--- config.mk ---
export PLATFORM = sky130hd
export DESIGN_NAME = muldiv_seq_flat
export DESIGN_NICKNAME = d
export VERILOG_FILES = /design/src/rtl/muldiv_seq_if.sv /design/src/rtl/muldiv_seq.sv /design/src/flat_wrapper.sv
export SDC_FILE = /design/constraint.sdc
export NUM_CORES = 1
export LEC_CHECK = 0
export CAP_MARGIN = 20
export CORE_AREA = 2 2 373 227
export DETAILED_ROUTE_END_ITERATION = 10
export DIE_AREA = 0 0 375 229
export PLACE_DENSITY = 0.43
export SETUP_SLACK_MARGIN = 0.15
export SKIP_LAST_GASP = 1
export SLEW_MARGIN = 20
export SYNTH_ARGS = -nofsm -noshare
export SYNTH_HDL_FRONTEND = slang
export SYNTH_SLANG_ARGS = --single-unit
--- constraint.sdc ---
create_clock -name clk -period 7.5 [get_ports clk]
set_input_delay 1.5 -clock clk [delete_from_list [all_inputs] [get_ports clk]]
set_output_delay 1.5 -clock clk [all_outputs]
set_load 0.01 [all_outputs]
--- src/rtl/muldiv_seq_if.sv ---
// Issue/result bundle between the EXE stage and the multiply/divide sequencer.
// master = pipeline side, slave = muldiv_seq.
interface muldiv_seq_if #(
    parameter int WIDTH = 32
);
    logic             start;
    logic [1:0]       op;
    logic [WIDTH-1:0] a;
    logic [WIDTH-1:0] b;
    logic             cancel;
    logic             hi_we;
    logic             lo_we;
    logic [WIDTH-1:0] wdata;
    logic             busy;
    logic             done;
    logic [WIDTH-1:0] hi;
    logic [WIDTH-1:0] lo;

    modport master (
        output start, op, a, b, cancel, hi_we, lo_we, wdata,
        input  busy, done, hi, lo
    );

    modport slave (
        input  start, op, a, b, cancel, hi_we, lo_we, wdata,
        output busy, done, hi, lo
    );
endinterface

--- src/rtl/muldiv_seq.sv ---
// Iterative MULT/MULTU/DIV/DIVU sequencer owning the architectural HI/LO registers.
// Define MULDIV_EARLY_OUT_EN to let multiplies finish once the remaining multiplier is zero.
module muldiv_seq #(
    parameter int WIDTH = 32,
    parameter int CNT_W = 5
) (
    input  logic         clk,
    input  logic         clrn,
    muldiv_seq_if.slave  bus
);
    typedef enum logic [1:0] {IDLE, CALC, FIX} state_t;

    state_t               r_state;
    logic [CNT_W-1:0]     r_cnt;
    logic                 r_is_div;
    logic                 r_div0;
    logic                 r_neg_q;
    logic                 r_neg_r;
    logic                 r_busy;
    logic                 r_done;
    logic [2*WIDTH-1:0]   r_acc;
    logic [2*WIDTH-1:0]   r_mcand;
    logic [WIDTH-1:0]     r_mplier;
    logic [WIDTH-1:0]     r_rem;
    logic [WIDTH-1:0]     r_quo;
    logic [WIDTH-1:0]     r_dvs;
    logic [WIDTH-1:0]     r_hi;
    logic [WIDTH-1:0]     r_lo;

    logic                 w_a_neg;
    logic                 w_b_neg;
    logic [WIDTH-1:0]     w_abs_a;
    logic [WIDTH-1:0]     w_abs_b;
    logic                 w_b_zero;
    logic                 w_skip;
    logic [WIDTH:0]       w_part;
    logic [WIDTH:0]       w_sub;
    logic [WIDTH-1:0]     w_mplier_nxt;
    logic                 w_last;
    logic                 w_mul_done;
    logic [2*WIDTH-1:0]   w_prod;
    logic [WIDTH-1:0]     w_quo;
    logic [WIDTH-1:0]     w_rem;

    // NOTE: every combinational output gets a value on every path, so no latches are inferred.
    always_comb begin
        w_a_neg      = ~bus.op[0] & bus.a[WIDTH-1];
        w_b_neg      = ~bus.op[0] & bus.b[WIDTH-1];
        w_abs_a      = w_a_neg ? -bus.a : bus.a;
        w_abs_b      = w_b_neg ? -bus.b : bus.b;
        w_b_zero     = (bus.b == '0);

        // Partial remainder is always below the divisor, so bit WIDTH of the
        // WIDTH+1-bit difference is exactly the borrow of the trial subtract.
        w_part       = {r_rem, r_quo[WIDTH-1]};
        w_sub        = w_part - {1'b0, r_dvs};

        w_mplier_nxt = r_mplier >> 1;
        w_last       = (r_cnt == CNT_W'(WIDTH - 1));

        w_prod       = r_neg_q ? -r_acc : r_acc;
        w_quo        = r_neg_q ? -r_quo : r_quo;
        w_rem        = r_neg_r ? -r_rem : r_rem;
    end

`ifdef MULDIV_EARLY_OUT_EN
    assign w_mul_done = w_last | (w_mplier_nxt == '0);
    assign w_skip     = w_b_zero;
`else
    assign w_mul_done = w_last;
    assign w_skip     = w_b_zero & bus.op[1];
`endif

    // NOTE: all sequential state uses non-blocking assignments so every register
    // samples the pre-edge values of the others.
    always_ff @(posedge clk or negedge clrn) begin
        if (!clrn) begin
            r_state  <= IDLE;
            r_cnt    <= '0;
            r_is_div <= 1'b0;
            r_div0   <= 1'b0;
            r_neg_q  <= 1'b0;
            r_neg_r  <= 1'b0;
            r_busy   <= 1'b0;
            r_done   <= 1'b0;
            r_acc    <= '0;
            r_mcand  <= '0;
            r_mplier <= '0;
            r_rem    <= '0;
            r_quo    <= '0;
            r_dvs    <= '0;
            r_hi     <= '0;
            r_lo     <= '0;
        end else begin
            r_done <= 1'b0;
            case (r_state)
                IDLE: begin
                    if (bus.hi_we) r_hi <= bus.wdata;
                    if (bus.lo_we) r_lo <= bus.wdata;
                    if (bus.start && !bus.cancel) begin
                        r_cnt    <= '0;
                        r_is_div <= bus.op[1];
                        r_div0   <= bus.op[1] & w_b_zero;
                        r_neg_q  <= w_a_neg ^ w_b_neg;
                        r_neg_r  <= w_a_neg;
                        r_acc    <= '0;
                        r_mcand  <= {{WIDTH{1'b0}}, w_abs_a};
                        r_mplier <= w_abs_b;
                        r_rem    <= '0;
                        // A zero divisor never runs CALC, so r_quo carries the raw dividend into FIX.
                        r_quo    <= (bus.op[1] & w_b_zero) ? bus.a : w_abs_a;
                        r_dvs    <= w_abs_b;
                        r_busy   <= 1'b1;
                        r_state  <= w_skip ? FIX : CALC;
                    end
                end

                CALC: begin
                    if (bus.cancel) begin
                        r_busy  <= 1'b0;
                        r_state <= IDLE;
                    end else begin
                        r_cnt <= r_cnt + CNT_W'(1);
                        if (r_is_div) begin
                            r_quo <= {r_quo[WIDTH-2:0], ~w_sub[WIDTH]};
                            r_rem <= w_sub[WIDTH] ? w_part[WIDTH-1:0] : w_sub[WIDTH-1:0];
                            if (w_last) r_state <= FIX;
                        end else begin
                            if (r_mplier[0]) r_acc <= r_acc + r_mcand;
                            r_mcand  <= r_mcand << 1;
                            r_mplier <= w_mplier_nxt;
                            if (w_mul_done) r_state <= FIX;
                        end
                    end
                end

                FIX: begin
                    r_busy  <= 1'b0;
                    r_state <= IDLE;
                    if (!bus.cancel) begin
                        r_done <= 1'b1;
                        if (r_div0) begin
                            r_hi <= r_quo;
                            r_lo <= '1;
                        end else if (r_is_div) begin
                            r_hi <= w_rem;
                            r_lo <= w_quo;
                        end else begin
                            r_hi <= w_prod[2*WIDTH-1:WIDTH];
                            r_lo <= w_prod[WIDTH-1:0];
                        end
                    end
                end

                default: begin
                    r_busy  <= 1'b0;
                    r_state <= IDLE;
                end
            endcase
        end
    end

    assign bus.busy = r_busy;
    assign bus.done = r_done;
    assign bus.hi   = r_hi;
    assign bus.lo   = r_lo;
endmodule

--- src/flat_wrapper.sv ---
// flat-port wrapper written by rule: the top's interface ports become plain ports
module muldiv_seq_flat 
#(
    parameter int WIDTH = 32,
    parameter int CNT_W = 5
)
  (clk, clrn, bus_start, bus_op, bus_a, bus_b, bus_cancel, bus_hi_we, bus_lo_we, bus_wdata, bus_busy, bus_done, bus_hi, bus_lo);
  muldiv_seq_if #(.WIDTH(WIDTH)) bus_i ();
  input  logic clk;
  input  logic clrn;
  input wire logic [$bits(bus_i.start)-1:0] bus_start;
  input wire logic [$bits(bus_i.op)-1:0] bus_op;
  input wire logic [$bits(bus_i.a)-1:0] bus_a;
  input wire logic [$bits(bus_i.b)-1:0] bus_b;
  input wire logic [$bits(bus_i.cancel)-1:0] bus_cancel;
  input wire logic [$bits(bus_i.hi_we)-1:0] bus_hi_we;
  input wire logic [$bits(bus_i.lo_we)-1:0] bus_lo_we;
  input wire logic [$bits(bus_i.wdata)-1:0] bus_wdata;
  output wire logic [$bits(bus_i.busy)-1:0] bus_busy;
  output wire logic [$bits(bus_i.done)-1:0] bus_done;
  output wire logic [$bits(bus_i.hi)-1:0] bus_hi;
  output wire logic [$bits(bus_i.lo)-1:0] bus_lo;
  assign bus_i.start = bus_start;
  assign bus_i.op = bus_op;
  assign bus_i.a = bus_a;
  assign bus_i.b = bus_b;
  assign bus_i.cancel = bus_cancel;
  assign bus_i.hi_we = bus_hi_we;
  assign bus_i.lo_we = bus_lo_we;
  assign bus_i.wdata = bus_wdata;
  assign bus_busy = bus_i.busy;
  assign bus_done = bus_i.done;
  assign bus_hi = bus_i.hi;
  assign bus_lo = bus_i.lo;
  muldiv_seq #(.WIDTH(WIDTH), .CNT_W(CNT_W)) u_core (.clk(clk), .clrn(clrn), .bus(bus_i));
endmodule
==> flow_results.org <==
** Setup path
- STA classifies the critical path endpoint as a register.
- Cell class contributing the biggest share of worst-path delay :: simple AND/OR/NAND/NOR gates
- Across all register-to-register paths, the minimum setup slack is 2.93 ns.
- Among all stages on the critical path, the largest delay is contributed by sky130_fd_sc_hd__nor3_1.
- Data arrival time of the worst path :: 5.46 ns
- Together, buffers and inverters on the worst path number 1.
- The critical path is of the primary input to register type.
- Crit path largest cell delay :: 0.66 ns
- Critical-path cell list :: clkdlybuf4s50_1, or3_1, nor4_1, nand3_1, or3b_2, nor3_1, a21oi_1, nor2_1, nor3_1, a21oi_1
- Critical path launch point type :: primary input
- Critical path fanouts, max :: 7
- Required time of the critical path :: 8.00 ns

** Drt
- Detailed-route wire length per cell :: 23.9 um
- Total Routed Length :: 103000 um
- Before antenna repair, the detailed router went through 6 iterations.
- Dividing the detail-routed via count by the number of cells gives 5.51.
- In this run the remaining antenna-violating nets after routing total 0.
- Summing over every cut layer, the via total after detailed routing is 23.8k.
- DRC violation count after routing :: 0
- Initial drt markers :: 2605

** Clock network
- The number of hold buffers added after CTS was 0.
- Clock network latency to the later pin of the worst-skew pair :: 0.61 ns
- TritonCTS Buffers :: 39
- TritonCTS clock tree :: done
- After clock tree synthesis, the clock-pin slew on the worst setup and hold paths is 0.07 ns.
- Post-CTS timing repair inserted 0 buffers for setup.
- After clock tree synthesis, the repair step resized 0 gates.
- The longest clock path from root to sink contains 3 buffers.
- Sink Count :: 333
- The H-tree was split into 2 levels.
- In this run the clock root is driven by a sky130_fd_sc_hd__clkbuf_16.

** Yosys
- The Yosys step of the flow raised 0 warnings.
- Counting flops with a built-in enable in the synthesized netlist gives 0.
- Share of async-settable or async-resettable flops after synthesis :: 100%
- The cell area that synthesis handed to floorplanning was 24500 um^2.
- For this run, the leading register cell type out of synthesis is sky130_fd_sc_hd__dfrtp_1.
- Post-synthesis area per instance :: 7.82 um^2
- Summing the areas of all compound-gate instances in the mapped netlist gives 24.9% of the synthesized area.
- By area, the combinational part of the netlist is dominated by compound AO/OA/AOI/OAI gates.
- Cells taking the most area after synthesis :: sky130_fd_sc_hd__dfrtp_1 34%, sky130_fd_sc_hd__o21ai_0 8.6%, sky130_fd_sc_hd__nand2_1 7.7%
- Sequential element share of the synthesized area :: 34.0%
- Number of library cell types mapped by synthesis :: 79
- The number of nets handed over by synthesis was 3347.
- Cell count after synthesis :: 3139
- Xor and xnor area share after synthesis :: 9.64%
- Post-synthesis adder-cell area fraction :: 5.37%
- Summed over all instances, the cell type with the most area after synthesis is sky130_fd_sc_hd__dfrtp_1.
- Simple logic cell fraction of the synthesized area :: 20.5%
- In this run, synthesis produced a sequential element count of 333.
- The synthesized design devotes to its leading area cell type 34.0% of total area.
- Multiplexer area fraction after synthesis :: 1.49%

** Power and ir drop
- In this run the power density over the cells is 270 nW/um^2.
- The completed layout was analyzed and its total power is 7.72 mW.
- Leakage power of the design :: 12.4 nW
- VDD sags by at most 0.137 mV.

** Timing
- Static timing analysis puts the maximum clock frequency at 0.202 GHz.
- Number of endpoints failing setup at the final stage :: 0
- Slew Viols, Final :: 0
- Least-Margin Pin Slew :: 1.12 ns
- In this run the tightest slew margin relative to its limit is 25.6%.
- The clock arrives with 0.0436 ns of skew.
- RSZ-0062 raised after global routing :: no
- Final Hold Viols :: 0
- Summed over all failing endpoints, the final setup total negative slack is 0 ns.
- After layout, the minimum clock period comes to 4.96 ns.
- In the finished design, the share of the clock period the worst path needs comes to 66.1%.

** Final layout
- At the end of the flow, the number of nets in the layout was 3397.
- Post-layout instance count excluding filler cells :: 4314
- Leaving out fill and tap cells, the most frequent cells in the layout are 501 x sky130_fd_sc_hd__nand2_1, 421 x sky130_fd_sc_hd__o21ai_0, 330 x sky130_fd_sc_hd__dfrtp_1, 275 x sky130_fd_sc_hd__a21oi_1, 207 x sky130_fd_sc_hd__nor2_1.
- Area growth from synthesis to layout :: 16.5%
- Area occupied by multi-input gates :: 15300 um^2
- Final Cell Area :: 28600 um^2
- Measured on the finished design, the core utilization comes to 34.6%.
- Most common cell after layout, fill and taps aside :: sky130_fd_sc_hd__nand2_1
- Across the whole layout, storage elements account for 8340 um^2.
- After filler insertion, the fill cell instance count of the layout stands at 8660.
- Proportion of layout cells with a drive suffix above 1 :: 4.47%

** Place
- The congestion estimate from routability-driven global placement came to 0.899.
- Once placement finished, the instance area stood at 27200 um^2.
- Half-perimeter wire length after placement :: 80200 um
- Cell count after placement :: 4239
- Count of buffers from port buffering :: 169

** Floorplan
- Height of the chip :: 229 um
- In this run the core area contains 82 standard-cell rows.
- The core region is 82600 um^2.
- The die covers 85900 um^2.
- In this run the count of I/O pins placed on the die edge is 170.
- Initial Utilization :: 29.7%
- Measured along the x axis, the die boundary spans 375 um.

** Run status
- Outcome :: complete, no violations

** Global route
- Global routing usage summed across all routing layers :: 23.5%
- Antenna violations before repair :: 3
- The via count of the first global-routing pass came to 21.8k.
- Total gr overflow :: 0
- Largest net degree at the start of global routing :: 183
- The first global-routing pass estimated 151000 um of wire.

** Run
- Maximum Capacitance Violations :: 0

** Hold path
- The worst hold path belongs to the class register to register.
cells by family after synthesis:
| kind of cell | count (synthesis) |
|---|---|
| flip-flops | 333 |
| AND/OR/NAND/NOR | 1091 |
| buffers and inverters | 270 |
| multiplexers | 35 |
| AO/OA/AOI/OAI | 1036 |
| adder cells (fa/ha/maj) | 104 |
| XOR/XNOR | 270 |
synthesized netlist by cell type (32+ instances only):
| cell type | count |
|---|---|
| sky130_fd_sc_hd__inv_1 | 75 |
| sky130_fd_sc_hd__mux2i_1 | 32 |
| sky130_fd_sc_hd__o31ai_1 | 58 |
| sky130_fd_sc_hd__xor2_1 | 136 |
| sky130_fd_sc_hd__a21o_1 | 68 |
| sky130_fd_sc_hd__nand3_1 | 96 |
| sky130_fd_sc_hd__a21oi_1 | 278 |
| sky130_fd_sc_hd__nand2_1 | 501 |
| sky130_fd_sc_hd__nor3_1 | 45 |
| sky130_fd_sc_hd__o21ai_0 | 421 |
| sky130_fd_sc_hd__or3_1 | 54 |
| sky130_fd_sc_hd__ha_1 | 102 |
| sky130_fd_sc_hd__xnor2_1 | 134 |
| sky130_fd_sc_hd__nand4_1 | 34 |
| sky130_fd_sc_hd__clkbuf_1 | 161 |
| sky130_fd_sc_hd__nor2_1 | 208 |
| sky130_fd_sc_hd__o22ai_1 | 37 |
| sky130_fd_sc_hd__dfrtp_1 | 333 |
worst register-to-register path: stages, from the launching register on:
cell and delay, ns:
sky130_fd_sc_hd__dfrtp_1 0.47, sky130_fd_sc_hd__inv_1 0.22, sky130_fd_sc_hd__ha_1 0.28, sky130_fd_sc_hd__fa_1 0.39
sky130_fd_sc_hd__nand2b_1 0.18, sky130_fd_sc_hd__a21boi_0 0.28, sky130_fd_sc_hd__o21a_1 0.24, sky130_fd_sc_hd__o211ai_1 0.21
sky130_fd_sc_hd__a21oi_1 0.42, sky130_fd_sc_hd__nor2_1 0.16, sky130_fd_sc_hd__xnor2_2 0.56, sky130_fd_sc_hd__buf_4 0.55
sky130_fd_sc_hd__nor2_1 0.20, sky130_fd_sc_hd__a31oi_1 0.17, sky130_fd_sc_hd__o21ai_0 0.09
final timing paths:
kind                       cells past startpoint                          from                        endpoint
setup / recovery                              10                      bus_a[8]    u_core.r_quo[31]$_DFFE_PN0P_
hold / removal                                 2  u_core.r_dvs[16]$_DFFE_PN0P_    u_core.r_dvs[16]$_DFFE_PN0P_
setup reg to reg                              14  u_core.r_quo[31]$_DFFE_PN0P_     u_core.r_rem[2]$_DFFE_PN0P_
hold reg to reg                                2  u_core.r_dvs[16]$_DFFE_PN0P_    u_core.r_dvs[16]$_DFFE_PN0P_
max in group asynchronous                      2                          clrn       u_core.r_div0$_DFFE_PN0P_
min in group asynchronous                      1                          clrn  u_core.r_mplier[9]$_DFFE_PN0P_
final cells by class:
| type | count | area share [%] |
|---|---|---|
| Multi-Input combinational cell | 2536 | 53.4 |
| Sequential cell | 333 | 29.2 |
| Timing Repair Buffer | 204 | 7.03 |
| Tap cell | 1092 | 4.78 |
| Clock buffer | 56 | 4.03 |
| Inverter | 75 | 0.985 |
| Clock inverter | 15 | 0.569 |
| Antenna cell | 3 | 0.0263 |
metrics by stage:
stage | hold WS, ns | setup WS, ns
after detailed placement | 0.471 | 1.78
after CTS | 0.485 | 2.38
after global routing | 0.503 | 2.26
after global placement | 0.463 | 1.89
final | 0.477 | 2.54
after floorplan | 0.450 | 3.37
layer usage:
layer / GRT usage [%] / wire length (um) / vias to the layer above
met5: 0 / 0 / -
met4: 4.40 / 1680 / 0
met3: 7.39 / 10700 / 87
met2: 27.1 / 34900 / 905
met1: 39.6 / 55700 / 11489
li1: - / - / 11295
flip-flops by register name, summed over array words and instances (netlist names):
signal	count
u_core.r_mcand	64
u_core.r_mplier	32
u_core.r_dvs	32
u_core.bus.done	1
u_core.r_cnt	5
u_core.r_quo	32
u_core.r_rem	32
u_core.r_div0	1
u_core.r_state	2
u_core.r_acc	64
u_core.bus.busy	1
u_core.r_neg_r	1
u_core.r_is_div	1
u_core.r_neg_q	1
u_core.bus.hi	32
u_core.bus.lo	32
report_power, final:
part	internal, mW	total (mW)	leakage (nW)	switching, mW
logic	1.10	2.96	7.41	1.86
registers	2.13	2.73	4.33	0.593
clock network	1.15	2.03	0.626	0.884
(Power assumes the default switching activity.)
